--- src/rtl/matrix_scan_pkg.sv ---
// matrix_scan_pkg: shared geometry, row-index type, scan FSM states and
// the packed red/green row format used by the frame buffers.
package matrix_scan_pkg;

  localparam int ROWS  = 8;
  localparam int COLS  = 8;
  localparam int ROW_W = $clog2(ROWS);

  typedef logic [ROW_W-1:0] row_idx_t;

  typedef enum logic {
    BLANK = 1'b0,
    DRIVE = 1'b1
  } scan_state_t;

  typedef struct packed {
    logic [COLS-1:0] red;
    logic [COLS-1:0] green;
  } pixel_row_t;

endpackage

--- src/rtl/matrix_scan_if.sv ---
// matrix_scan_if: host-side write port and buffer-swap handshake.
// The host (master) writes rows into the back buffer and requests swaps;
// the scanner (slave) acknowledges when the swap takes effect.
interface matrix_scan_if;
  import matrix_scan_pkg::*;

  logic            wr_en;
  row_idx_t        wr_row;
  logic [COLS-1:0] wr_red;
  logic [COLS-1:0] wr_green;
  logic            swap_req;
  logic            swap_ack;

  modport master (
    output wr_en, wr_row, wr_red, wr_green, swap_req,
    input  swap_ack
  );

  modport slave (
    input  wr_en, wr_row, wr_red, wr_green, swap_req,
    output swap_ack
  );

endinterface

--- src/rtl/matrix_scan_timer.sv ---
// scan_timer: row-period prescaler. Counts CLK_DIV cycles per row and flags
// the last cycle of the row plus look-ahead blank/last information so the
// scanner can register its outputs for the upcoming cycle.
module scan_timer #(
  parameter int CLK_DIV   = 1000,
  parameter int BLANK_CYC = 16
) (
  input  logic clk,
  input  logic reset,
  output logic row_tick,
  output logic blank_next,
  output logic last_next
);

  localparam int CNT_W = (CLK_DIV > 1) ? $clog2(CLK_DIV) : 1;
  localparam logic [CNT_W-1:0] LAST_CNT  = CNT_W'(CLK_DIV - 1);
  localparam logic [CNT_W-1:0] BLANK_END = CNT_W'(BLANK_CYC);

  logic [CNT_W-1:0] cnt;
  logic [CNT_W-1:0] cnt_next;

  // Derive row end and the blank/last status of the following cycle.
  always_comb begin
    row_tick   = (cnt == LAST_CNT);
    cnt_next   = row_tick ? '0 : cnt + 1'b1;
    blank_next = (cnt_next < BLANK_END);
    last_next  = (cnt_next == LAST_CNT);
  end

  // Position within the current row period.
  always_ff @(posedge clk or posedge reset) begin
    if (reset) cnt <= '0;
    else       cnt <= cnt_next;
  end

endmodule

--- src/rtl/matrix_scan.sv ---
// matrix_scan: 8x8 red/green LED matrix scanner with double-buffered frames.
// Writes land in the back buffer; a requested swap is applied only at the
// frame boundary so a frame is always shown from a single buffer.
// Optional feature macro MATRIX_SCAN_DIM_EN adds a dim[2:0] input and a
// 3-bit PWM brightness gate on the drive phase.
module matrix_scan
  import matrix_scan_pkg::*;
#(
  parameter int CLK_DIV   = 1000,
  parameter int BLANK_CYC = 16
) (
  input  logic             clk,
  input  logic             reset,
  matrix_scan_if.slave     bus,
`ifdef MATRIX_SCAN_DIM_EN
  input  logic [2:0]       dim,
`endif
  output logic [ROWS-1:0]  row_sel,
  output logic [COLS-1:0]  red_col,
  output logic [COLS-1:0]  green_col,
  output logic             frame_done
);

  localparam row_idx_t LAST_ROW = ROW_W'(ROWS - 1);

  logic        row_tick;
  logic        blank_next;
  logic        last_next;

  scan_state_t state;
  scan_state_t state_d;
  row_idx_t    row;
  row_idx_t    row_d;
  logic        front_sel;
  logic        front_sel_d;
  logic        pending;
  logic        pending_d;
  logic        swap_now;
  logic        lit_d;
  pixel_row_t  front_row;

  logic [ROWS-1:0] row_sel_d;
  logic [COLS-1:0] red_d;
  logic [COLS-1:0] green_d;
  logic            frame_done_d;
  logic            swap_ack_d;
  logic            swap_ack_q;

  pixel_row_t  mem [2][ROWS];

  scan_timer #(
    .CLK_DIV   (CLK_DIV),
    .BLANK_CYC (BLANK_CYC)
  ) u_timer (
    .clk        (clk),
    .reset      (reset),
    .row_tick   (row_tick),
    .blank_next (blank_next),
    .last_next  (last_next)
  );

`ifdef MATRIX_SCAN_DIM_EN
  logic [2:0] pwm;
  logic [2:0] pwm_d;

  // Free-running PWM phase; the gate uses the value of the upcoming cycle.
  always_ff @(posedge clk or posedge reset) begin
    if (reset) pwm <= '0;
    else       pwm <= pwm_d;
  end

  assign pwm_d = pwm + 3'd1;
  assign lit_d = (pwm_d <= dim);
`else
  assign lit_d = 1'b1;
`endif

  // Next state, swap decision and the output values for the coming cycle.
  always_comb begin
    state_d      = state;
    row_d        = row;
    front_sel_d  = front_sel;
    pending_d    = pending | bus.swap_req;
    swap_now     = 1'b0;
    swap_ack_d   = 1'b0;
    row_sel_d    = '0;
    red_d        = '0;
    green_d      = '0;
    frame_done_d = 1'b0;

    case (state)
      BLANK: if (!blank_next) state_d = DRIVE;
      DRIVE: if (row_tick)    state_d = BLANK;
    endcase

    if (row_tick) begin
      row_d    = row + 1'b1;
      swap_now = (row == LAST_ROW);
    end

    if (swap_now && pending_d) begin
      front_sel_d = ~front_sel;
      pending_d   = 1'b0;
      swap_ack_d  = 1'b1;
    end

    front_row = mem[front_sel_d][row_d];

    if (state_d == DRIVE && lit_d) begin
      row_sel_d = ROWS'(1) << row_d;
      red_d     = front_row.red;
      green_d   = front_row.green;
    end

    frame_done_d = last_next && (row_d == LAST_ROW);
  end

  // Scan position, buffer selection and registered matrix outputs.
  always_ff @(posedge clk or posedge reset) begin
    if (reset) begin
      state      <= BLANK;
      row        <= '0;
      front_sel  <= 1'b0;
      pending    <= 1'b0;
      row_sel    <= '0;
      red_col    <= '0;
      green_col  <= '0;
      frame_done <= 1'b0;
      swap_ack_q <= 1'b0;
    end else begin
      state      <= state_d;
      row        <= row_d;
      front_sel  <= front_sel_d;
      pending    <= pending_d;
      row_sel    <= row_sel_d;
      red_col    <= red_d;
      green_col  <= green_d;
      frame_done <= frame_done_d;
      swap_ack_q <= swap_ack_d;
    end
  end

  // Host writes always target the current back buffer, even on the swap edge.
  always_ff @(posedge clk or posedge reset) begin
    if (reset) begin
      for (int b = 0; b < 2; b++) begin
        for (int r = 0; r < ROWS; r++) begin
          mem[b][r] <= '0;
        end
      end
    end else if (bus.wr_en) begin
      mem[~front_sel][bus.wr_row] <= {bus.wr_red, bus.wr_green};
    end
  end

  assign bus.swap_ack = swap_ack_q;

endmodule

--- src/flat_wrapper.sv ---
// flat-port wrapper written by rule: the top's interface ports become plain ports
module matrix_scan_flat import matrix_scan_pkg::*;
#(
  parameter int CLK_DIV   = 1000,
  parameter int BLANK_CYC = 16
)
  (clk, reset, row_sel, red_col, green_col, frame_done, bus_wr_en, bus_wr_row, bus_wr_red, bus_wr_green, bus_swap_req, bus_swap_ack);
  matrix_scan_if bus_i ();
  input  logic clk;
  input  logic reset;
  output logic [ROWS-1:0] row_sel;
  output logic [COLS-1:0] red_col;
  output logic [COLS-1:0] green_col;
  output logic frame_done;
  input wire logic [$bits(bus_i.wr_en)-1:0] bus_wr_en;
  input wire logic [$bits(bus_i.wr_row)-1:0] bus_wr_row;
  input wire logic [$bits(bus_i.wr_red)-1:0] bus_wr_red;
  input wire logic [$bits(bus_i.wr_green)-1:0] bus_wr_green;
  input wire logic [$bits(bus_i.swap_req)-1:0] bus_swap_req;
  output wire logic [$bits(bus_i.swap_ack)-1:0] bus_swap_ack;
  assign bus_i.wr_en = bus_wr_en;
  assign bus_i.wr_row = bus_wr_row;
  assign bus_i.wr_red = bus_wr_red;
  assign bus_i.wr_green = bus_wr_green;
  assign bus_i.swap_req = bus_swap_req;
  assign bus_swap_ack = bus_i.swap_ack;
  matrix_scan #(.CLK_DIV(CLK_DIV), .BLANK_CYC(BLANK_CYC)) u_core (.clk(clk), .reset(reset), .bus(bus_i), .row_sel(row_sel), .red_col(red_col), .green_col(green_col), .frame_done(frame_done));
endmodule
--- config.mk ---
export PLATFORM = sky130hd
export DESIGN_NAME = matrix_scan_flat
export DESIGN_NICKNAME = d
export VERILOG_FILES = /design/src/rtl/matrix_scan_pkg.sv /design/src/rtl/matrix_scan_if.sv /design/src/rtl/matrix_scan_timer.sv /design/src/rtl/matrix_scan.sv /design/src/flat_wrapper.sv
export SDC_FILE = /design/constraint.sdc
export NUM_CORES = 1
export LEC_CHECK = 0
export CORE_UTILIZATION = 45
export CTS_CLUSTER_SIZE = 40
export DETAILED_ROUTE_END_ITERATION = 7
export PLACE_DENSITY_LB_ADDON = 0.2
export SLEW_MARGIN = 20
export SYNTH_ARGS = -nofsm -noshare
export SYNTH_HDL_FRONTEND = slang
export SYNTH_SLANG_ARGS = --single-unit
--- constraint.sdc ---
create_clock -name clk -period 10.43 [get_ports clk]
set_input_delay 2.086 -clock clk [delete_from_list [all_inputs] [get_ports clk]]
set_output_delay 2.086 -clock clk [all_outputs]
set_load 0.01 [all_outputs]
==> impl_results.md, run 1 <==
* Status: completed
* Initial antenna violation count at 0
* Fillers at 2,635
* Syn Area/Cell at 13.44 µm²
* Total CTS buffers at 34
* Vias in the first global route at 8,841
* Post-Synth Adder-Cell Area at 0.3559%
* Clk_lat worst skew at 0.51 ns
* DIE WIDTH at 178.8 µm
* Post-synthesis mux area share at 33.33%
* CTS tree: yes
* Max Clk Rate at 0.1731 GHz
* Max-cap viol count at 0
* Simple-Gate Fraction of Synth Area at 4.147%
* Post-route worst setup slack at 4.653 ns
* Cells after Synth at 1,046
* Crit path max-delay family: buffers and inverters
* Final Instance Count excl. Fillers at 1,491
* EDFF count, synth at 0
* Period minus WS final at 5.777 ns
* Worst Path Required at 10.81 ns
* Element type at the critical path end: register
* Via count at 8,659
* Root buf cell: clkbuf_16
* # DRC at 0
* Global placement routability congestion at 0.7581
* Final setup TNS at 0 ns
* Yosys Warn Count at 0
* Worst hold path class: register to register
* Nets at 1,096
* Mapped Area at 0.01406 mm²
* Initial Utilization at 45.85%
* Share of layout cells above drive strength 1 at 32.79%
* Hold_buf cts at 0
* Worst slew margin at 21.76%
* Hold path depth at 1
* First-pass GRT wire length at 52.71 mm
* Layout area overhead at 15.02%
* Pleak at 7.094 nW
* Layout Cell Area excl Fill at 0.01617 mm²
* Min-delay src: u_core.u_timer.cnt[0]$_DFF_PP0_
* Ordered list of cells on the worst path: clkdlybuf4s50_1 -> o21ai_0 -> nor4_4 -> xnor2_4 -> buf_4 -> clkinv_2 -> buf_4 -> mux2i_1 -> a22oi_1 -> a32o_1
* Sequential share of the synthesized area at 53.03%
* Clk sinks at 298
* Yosys reg bits at 298
* Placed cell area at 0.01495 mm²
* Register area at 0.007461 mm²
* I/O Pins at 49
* Total Routing Usage GR at 22.14%
* CP Launch Type: input pin
* Power Dens Cells at 171.0 mW/mm²
* CTS max path bufs at 3
* Distinct cells, synth at 52
* Core area at 0.03067 mm²
* Pre-CTS WS at 4.163 ns
* DRT iter0 DRCs at 503
* Multi-input gate area at 0.006317 mm²
* Ant diodes at 0
* Period utilisation layout at 55.39%
* PostCTS Resize Cnt at 0
* Clock skew at 0.01727 ns
* Placed cell count at 1,428
* Critical path class: input pin to register
* Area contributors post-synth: dfrtp_1 53%, mux2_2 21%, mux2i_1 13%
* Rows at 64
* Port Buffer Count at 48
* Max stage delay on crit path at 0.87 ns
* XOR/XNOR share of the synthesized area at 0.4894%
* Post-synth top area cell: dfrtp_1
* Die area at 0.03196 mm²
* Syn_nets at 1,073
* Critical path arrival at 6.16 ns
* CP max stage cell: clkinv_2
* Ys flop type: dfrtp_1
* Largest family of logic cells by synthesized area: multiplexers
* Most frequent cells after synthesis: 298 x dfrtp_1, 258 x mux2_2, 178 x mux2i_1
* Worst Path Buf+Inv at 4
* Synth async-reset ratio at 100.0%
* CP dominant cell by count: buf_4
* Routed WL per cell at 22.90 µm
* Total grt overflow at 0
* First drt pass iteration count at 4
* Crit path depth at 10
* Share of the synthesized area in the top cell type at 53.03%
* Total Power at 2.766 mW
* Most frequent cell after synthesis: dfrtp_1
* Final setup viols at 0
* CP Max Fanout at 53
* Fin. max-slew vios at 0
* Routed wire length at 34.14 mm
* RSZ-0062 raised after global routing: no
* Number of nets with antenna violations after routing at 0
* Slew @ Worst Pin at 1.172 ns
* Clock-pin slew on the worst setup and hold paths at 0.06 ns
* Largest net degree at the start of global routing at 79
* Worst VDD drop at 0.1142 mV
* Clock H-tree levels at 2
* Post-DP HPWL at 19.41 mm
* Die Y at 178.8 µm
* Setup repair bufs after CTS at 0
* Final Hold Vio Count at 0
* Reg2reg path depth at 11
* Worst setup startpoint: bus_swap_req
* Synth Area in Compound Gates at 5.926%
* Worst R2R Start: u_core.row[0]$_DFF_PP0_
* Vias per cell at 5.808
==> worst register-to-register path, stage by stage, from the launching register on <==
cell and delay, ns:
dfrtp_1 0.62, ha_1 0.23, ha_1 0.17, o21ai_0 0.23
nor4_4 0.34, xnor2_4 0.15, buf_4 0.75, clkinv_2 0.90
buf_4 0.56, mux2i_1 0.22, a22oi_1 0.11, a32o_1 0.31
==> stage by stage <==
step / utilization, % / hold WS (ns)
finish: 52.73 / 0.4943
global route: 52.73 / 0.5124
CTS: 52.63 / 0.4989
detailed placement: 48.74 / 0.4916
global placement: 48.68 / 0.4818
floorplan: - / 0.4546
==> flip-flops by register name, indices dropped and copies added (netlist names) <==
| name | count |
|---|---|
| u_core.frame_done | 1 |
| u_core.bus.swap_ack | 1 |
| u_core.u_timer.cnt | 10 |
| u_core.red_col | 8 |
| u_core.green_col | 8 |
| u_core.front_sel | 1 |
| u_core.row | 3 |
| u_core.pending | 1 |
| u_core.state | 1 |
| u_core.mem | 256 |
| u_core.row_sel | 8 |
==> kinds of logic (layout without fill, tap and decap cells) <==
family                   after synthesis  in the layout
buffers and inverters                 89            138
multiplexers                         436            436
AND/OR/NAND/NOR                      108            108
AO/OA/AOI/OAI                        104            104
flip-flops                           298            298
XOR/XNOR                               7              7
adder cells (fa/ha/maj)                4              4
==> placed cells by master, fill, tap and decap left out, types with 3 or more instances in the layout <==
master / count
o22ai_1: 16
nand2b_1: 7
nand3b_1: 3
mux2_2: 258
clkbuf_16: 37
inv_1: 4
clkbuf_8: 6
clkinv_2: 6
a32o_1: 16
a22oi_1: 17
clkbuf_1: 9
and2_1: 8
xor2_1: 3
buf_4: 20
a32oi_1: 16
nor2_2: 7
a221oi_1: 16
clkdlybuf4s50_1: 48
nand3_1: 5
xnor2_1: 3
dfrtp_1: 297
bufinv_16: 4
nor3b_1: 3
mux2i_1: 178
o21ai_0: 3
nand2_1: 42
ha_1: 4
nor2_1: 12
==> power by group <==
part	switching [mW]	internal [mW]	total, mW
sequential	0.0581	1.27	1.32
clock	0.468	0.789	1.26
combinational	0.0789	0.107	0.185
total	0.605	2.16	2.77
==> worst paths after layout <==
path                                                   endpoint  slack (ns)
worst max-delay path                u_core.red_col[7]$_DFF_PP0_        4.65
worst min-delay path            u_core.u_timer.cnt[0]$_DFF_PP0_        0.49
worst max register to register      u_core.red_col[7]$_DFF_PP0_        5.73
worst min register to register  u_core.u_timer.cnt[0]$_DFF_PP0_        0.49
max in group asynchronous           u_core.mem[161]$_DFFE_PP0P_        6.97
min in group asynchronous         u_core.green_col[7]$_DFF_PP0_        2.04
==> cell type report <==
cell class | instances | area share (%)
sequential | 298 | 46.13
multi-input combinational | 659 | 39.06
clock buffer | 52 | 6.444
timing repair buffer | 70 | 4.162
tap | 396 | 3.064
clock inverter | 10 | 0.9438
inverter | 6 | 0.1934
==> layer usage <==
| layer | wire, µm | track usage (%) |
|---|---|---|
| met2 | 15950 | 35.95 |
| met1 | 15750 | 30.94 |
| met5 | 0 | 0 |
| met4 | 716 | 5.826 |
| met3 | 1716 | 3.265 |
Power figures use the tool's default switching activity.
==> run 2: changes to the inputs <==
clock period = 5.2 ns   (was 10.43 ns; I/O delays follow)
==> run 2 against run 1 <==
Cell area rose by 0.40%. Die area did not move. Sequential share of layout area shrank 0.18 points. Hold slack improved by 0.0077 ns. Clock power up 110%. Sequential cell count unchanged. Clock skew shrank 0.0032 ns. Power is 100% higher.
==> impl_results.md, run 2 (synthesis results as in run 1) <==
* Status: completed
* Critical path class: input pin to register
* Total grt overflow at 0 (unchanged)
* Core area at 0.03067 mm² (unchanged)
* Vias in the first global route at 8,923 (+0.93%)
* Routed wire length at 33.98 mm (-0.46%)
* Nets at 1,099 (+0.27%)
* First-pass GRT wire length at 53.29 mm (+1.1%)
* Ant diodes at 0 (unchanged)
* Worst slew margin at 24.27% (+2.5 points)
* I/O Pins at 49 (unchanged)
* Most common cell after layout, fill and taps aside: dfrtp_1
* Rows at 64 (unchanged)
* Total CTS buffers at 35 (+2.9%)
* CP max stage cell: buf_4
* Vias per cell at 5.821 (+0.23%)
* Worst Path Buf+Inv at 2 (-2)
* Pleak at 7.123 nW (+0.41%)
* Period utilisation layout at 65.52%
* Fin. max-slew vios at 0 (unchanged)
* Largest registers: u_core.mem (256), u_core.u_timer.cnt (10)
* CTS tree: yes
* Commonest non-fill, non-tap cells in the layout: 297 x dfrtp_1, 258 x mux2_2, 178 x mux2i_1
* CP Max Fanout at 52 (-1.9%)
* Clock-pin slew on the worst setup and hold paths at 0.06 ns (about the same)
* Routed WL per cell at 22.75 µm (-0.66%)
* Crit path max-delay family: buffers and inverters
* Max reg flops at 256 (unchanged)
* Die area at 0.03196 mm² (unchanged)
* Multi-input gate area at 0.006307 mm² (-0.16%)
* Clk sinks at 298 (unchanged)
* Largest net degree at the start of global routing at 140 (+77%)
* Root buf cell: clkbuf_16
* Initial antenna violation count at 0 (unchanged)
* WHS at 0.5020 ns (+0.007703 ns)
* Clock skew at 0.01407 ns (-0.003202 ns)
* Via count at 8,696 (+0.43%)
* Final Hold Vio Count at 0 (unchanged)
* DIE WIDTH at 178.8 µm (unchanged)
* Max stage delay on crit path at 0.72 ns (-0.15 ns)
* Worst VDD drop at 0.2206 mV (+93%)
* Max Clk Rate at 0.2935 GHz
* Element type at the critical path end: register
* Setup repair bufs after CTS at 0 (unchanged)
* Slew @ Worst Pin at 1.136 ns (-0.03646 ns)
* Power Dens Cells at 347.8 mW/mm² (+100%)
* Share of layout cells above drive strength 1 at 32.79% (about the same)
* PostCTS Resize Cnt at 0 (unchanged)
* Clk_lat worst skew at 0.51 ns (about the same)
* # DRC at 0 (unchanged)
* Global placement routability congestion at 0.7565 (-0.21%)
* Initial Utilization at 45.85% (unchanged)
* Max-cap viol count at 0 (unchanged)
* Clock H-tree levels at 2 (unchanged)
* First drt pass iteration count at 5 (+1)
* Number of nets with antenna violations after routing at 0 (unchanged)
* Post-DP HPWL at 19.11 mm (-1.5%)
* Hold_buf cts at 0 (unchanged)
* Die Y at 178.8 µm (unchanged)
* CP Launch Type: input pin
* Fillers at 2,604 (-1.2%)
* Final setup viols at 0 (unchanged)
* Worst Path Required at 5.64 ns (-5.17 ns)
* Ordered list of cells on the worst path: clkdlybuf4s50_1 -> o21ai_0 -> nor4_4 -> xnor2_4 -> buf_4 -> mux2i_1 -> a221oi_1 -> a32o_1
* Register area at 0.007461 mm² (unchanged)
* Total Routing Usage GR at 22.26% (+0.13 points)
* Final setup TNS at 0 ns (unchanged)
* Layout area overhead at 15.48%
* Period minus WS final at 3.407 ns
* Register name with the most flops: u_core.mem
* Port Buffer Count at 48 (unchanged)
* CTS max path bufs at 3 (unchanged)
* Critical path arrival at 3.85 ns (-2.31 ns)
* DRT iter0 DRCs at 554 (+10%)
* Worst hold path class: register to register
* RSZ-0062 raised after global routing: no
* Total Power at 5.647 mW (+100%)
run 2: changes by cell type in the layout (fill, tap and decap cells not counted), moves of 2 or more:
cell and delta:
bufinv_16 +2, or3_1 +2, buf_12 +3, or3_2 -2
run 2: worst paths after layout:
check / slack [ns] / cells past startpoint / startpoint / to
max: 1.79 / 8 / bus_swap_req / u_core.green_col[4]$_DFF_PP0_
min: 0.50 / 1 / u_core.mem[106]$_DFFE_PP0P_ / u_core.mem[106]$_DFFE_PP0P_
max reg2reg: 1.81 / 9 / u_core.row[0]$_DFF_PP0_ / u_core.green_col[4]$_DFF_PP0_
min reg2reg: 0.50 / 1 / u_core.mem[106]$_DFFE_PP0P_ / u_core.mem[106]$_DFFE_PP0P_
max in group asynchronous: 3.35 / 3 / reset / u_core.mem[213]$_DFFE_PP0P_
min in group asynchronous: 0.82 / 2 / reset / u_core.mem[156]$_DFFE_PP0P_
run 2: power by group:
part / switching (mW) / internal (mW)
clock: 0.943 / 1.67
sequential: 0.121 / 2.54
combinational: 0.159 / 0.213
run 2: cell type report:
| cell class | instances | area share [%] |
|---|---|---|
| clock buffers | 51 | 6.334 |
| clock inverters | 12 | 1.310 |
| inverters | 6 | 0.1695 |
| multi-input cells | 659 | 38.84 |
| flip-flops and latches | 298 | 45.95 |
| well taps | 396 | 3.051 |
| repair buffers | 72 | 4.346 |
run 2: per-layer routing:
layer | vias to the layer above | GRT usage (%) | share of wire (%)
met4 | 0 | 5.579 | 1.9
met1 | 4590 | 29.97 | 45
li1 | 3914 | - | -
met2 | 144 | 37.40 | 49
met3 | 48 | 3.584 | 4.1
met5 | - | 0 | 0
run 2: metrics by stage:
stage	utilization [%]	instances	instance area [µm²]	setup slack [ns]
after CTS	52.94	1494	16240	1.768
final	52.95	1494	16240	1.793
after detailed placement	48.89	1431	14990	1.250
after global placement	48.84	1430	14980	1.251
after floorplan	-	1046	14060	0.2009
after global routing	52.95	1494	16240	1.581
==> run 3: changes to the inputs <==
clock period = 3 ns   (was 5.2 ns; I/O delays follow)
==> run 3 against run 2 <==
Sequential cell count stayed put. Non-clock buffer count is 41 higher. Hold slack worse by 0.099 ns. Power is 73% higher. Sequential share of layout area is 1.2 points lower. Core utilization is 1.4 points higher. Clock power is 74% higher. Final cell count is 2.5% higher. Routed wire length is 0.65% higher. Largest cell class unchanged. Largest power group unchanged.
==> impl_results.md, run 3 (synthesis results as in run 1) <==
* Root buf cell: clkbuf_16
* Max-cap viol count at 0 (unchanged)
* Vias in the first global route at 9,121 (+2.2%)
* Worst R2R Start: u_core.u_timer.cnt[0]$_DFF_PP0_
* Worst hold path class: input pin to asynchronous set/reset pin
* First-pass GRT wire length at 54.04 mm (+1.4%)
* WL met1 at 15.55 mm (+1.4%)
* Initial Utilization at 45.85% (unchanged)
* Max reg flops at 256 (unchanged)
* Number of nets with antenna violations after routing at 0 (unchanged)
* Largest net degree at the start of global routing at 115 (-18%)
* Clk sinks at 298 (unchanged)
* Final Instance Count excl. Fillers at 1,531 (+2.5%)
* CTS max path bufs at 3 (unchanged)
* Nets at 1,140 (+3.7%)
* Max Clk Rate at 0.3679 GHz
* DIE WIDTH at 178.8 µm (unchanged)
* Initial antenna violation count at 0 (unchanged)
* Period utilisation layout at 90.62%
* Fin. max-slew vios at 0 (unchanged)
* Largest registers: u_core.mem (256), u_core.u_timer.cnt (10)
* Global placement routability congestion at 0.7834 (+3.6%)
* Met2 wire length at 16.56 mm (-0.22%)
* Slew @ Worst Pin at 0.6642 ns (-0.4718 ns)
* Critical path class: register to register
* CP Launch Type: register
* Rows at 64 (unchanged)
* First drt pass iteration count at 5 (unchanged)
* DRT iter0 DRCs at 447 (-19%)
* Top Metal Used: met4
* Total grt overflow at 0 (unchanged)
* Die area at 0.03196 mm² (unchanged)
* Vias per cell at 5.723 (-1.7%)
* Element type at the critical path end: register
* Commonest non-fill, non-tap cells in the layout: 297 x dfrtp_1, 258 x mux2_2, 178 x mux2i_1
* Critical path arrival at 3.12 ns (-0.73 ns)
* Worst Path Required at 3.40 ns (-2.24 ns)
* Register name with the most flops: u_core.mem
* Total Routing Usage GR at 22.43% (+0.17 points)
* Routed met3 length at 1.406 mm (unchanged)
* Ant diodes at 0 (unchanged)
* Port Buffer Count at 48 (unchanged)
* R2R Path End: u_core.green_col[3]$_DFF_PP0_
* RSZ-0062 raised after global routing: no
* CP Max Fanout at 13 (-75%)
* Die Y at 178.8 µm (unchanged)
* Period minus WS final at 2.718 ns
* Clock-pin slew on the worst setup and hold paths at 0.06 ns (about the same)
* Clk_lat worst skew at 0.52 ns (about the same)
* CTS tree: yes
* Layout area overhead at 18.59%
* Worst reg-to-reg setup slack at 0.28 ns (-1.53 ns)
* Clock skew at 0.02395 ns (+0.009877 ns)
* Status: completed
* # DRC at 0 (unchanged)
* Setup repair bufs after CTS at 0 (unchanged)
* Routed WL per cell at 22.34 µm (-1.8%)
* Final Hold Vio Count at 0 (unchanged)
* I/O Pins at 49 (unchanged)
* Post-DP HPWL at 21.33 mm (+12%)
* Via count at 8,762 (+0.76%)
* Core area at 0.03067 mm² (unchanged)
* Final setup viols at 0 (unchanged)
* Worst slew margin at 55.58% (+31 points)
* Placed cell count at 1,472 (+2.9%)
* Clock H-tree levels at 2 (unchanged)
* Total Power at 9.796 mW (+73%)
* Pleak at 7.354 nW (+3.2%)
* Worst VDD drop at 0.4970 mV (+130%)
* Total CTS buffers at 35 (unchanged)
* WHS at 0.4026 ns (-0.09943 ns)
* Reg2reg path depth at 8 (-1)
* Fillers at 2,603 (-0.038%)
* Power Dens Cells at 587.5 mW/mm² (+69%)
* Most common cell after layout, fill and taps aside: dfrtp_1
* Share of layout cells above drive strength 1 at 35.15% (+2.4 points)
* Routed wire length at 34.20 mm (+0.65%)
-- run 3: cell count changes in the layout (fill, tap and decap cells not counted), moves of 2 or more --
cell,delta
buf_12,+12
buf_4,+30
clkbuf_1,-2
clkbuf_8,+2
clkinv_2,-4
nor2_2,+2
nor2_4,-2
-- run 3: through the flow --
step                      TNS (ns)  area [µm²]  util [%]  worst slack [ns]
after global routing             0       16670     54.37            0.1371
after CTS                        0       16660     54.32            0.1557
final                            0       16670     54.37            0.2815
after global placement           0       15430     50.30           0.05966
after floorplan            -464.61       14060         -            -1.559
after detailed placement         0       15430     50.30           0.03353
-- run 3: what timing repair did --
item,CTS,global route
gates resized for setup,0,2
endpoints found under the setup margin,0,4
hold buffers,0,0
-- run 3: metal layers --
layer  global-route usage (%)  up-vias
met2                    36.84      155
met5                        0        -
li1                         -     3985
met3                    2.714       52
met4                    5.826        0
met1                    31.44     4570
-- run 3: power breakdown --
group / total (mW) / switching (mW) / internal (mW) / leakage (nW)
Clock: 4.53 / 1.64 / 2.88 / 0.602
Combinational: 0.655 / 0.278 / 0.377 / 2.87
Sequential: 4.62 / 0.213 / 4.40 / 3.88
-- run 3: final cells by class --
type / count / area, µm² / share of cell area (%)
Sequential cell: 298 / 7461 / 44.74
Multi-Input combinational cell: 659 / 6301 / 37.79
Timing Repair Buffer: 113 / 1156 / 6.933
Clock buffer: 50 / 1023 / 6.138
Tap cell: 396 / 495.5 / 2.971
Clock inverter: 9 / 210.2 / 1.261
Inverter: 6 / 27.53 / 0.1651
-- run 3: critical path: stages (launching register included) --
cell and delay [ns]:
dfrtp_1 0.39, ha_1 0.29, nand4b_4 0.24, nor3_1 0.25
buf_4 0.19, mux2_2 0.52, o22ai_1 0.39, a221oi_1 0.11
a32o_1 0.22
-- run 3: worst max-delay path by stage --
stage / startpoint / to / slack, ns
floorplan: reset / u_core.bus.swap_ack$_DFF_PP0_ / -1.56
global placement: bus_swap_req / u_core.red_col[5]$_DFF_PP0_ / 0.06
detailed placement: bus_swap_req / u_core.green_col[4]$_DFF_PP0_ / 0.03
CTS: u_core.u_timer.cnt[0]$_DFF_PP0_ / u_core.green_col[1]$_DFF_PP0_ / 0.16
global route: u_core.u_timer.cnt[0]$_DFF_PP0_ / u_core.red_col[6]$_DFF_PP0_ / 0.14
finish: u_core.u_timer.cnt[0]$_DFF_PP0_ / u_core.green_col[3]$_DFF_PP0_ / 0.28
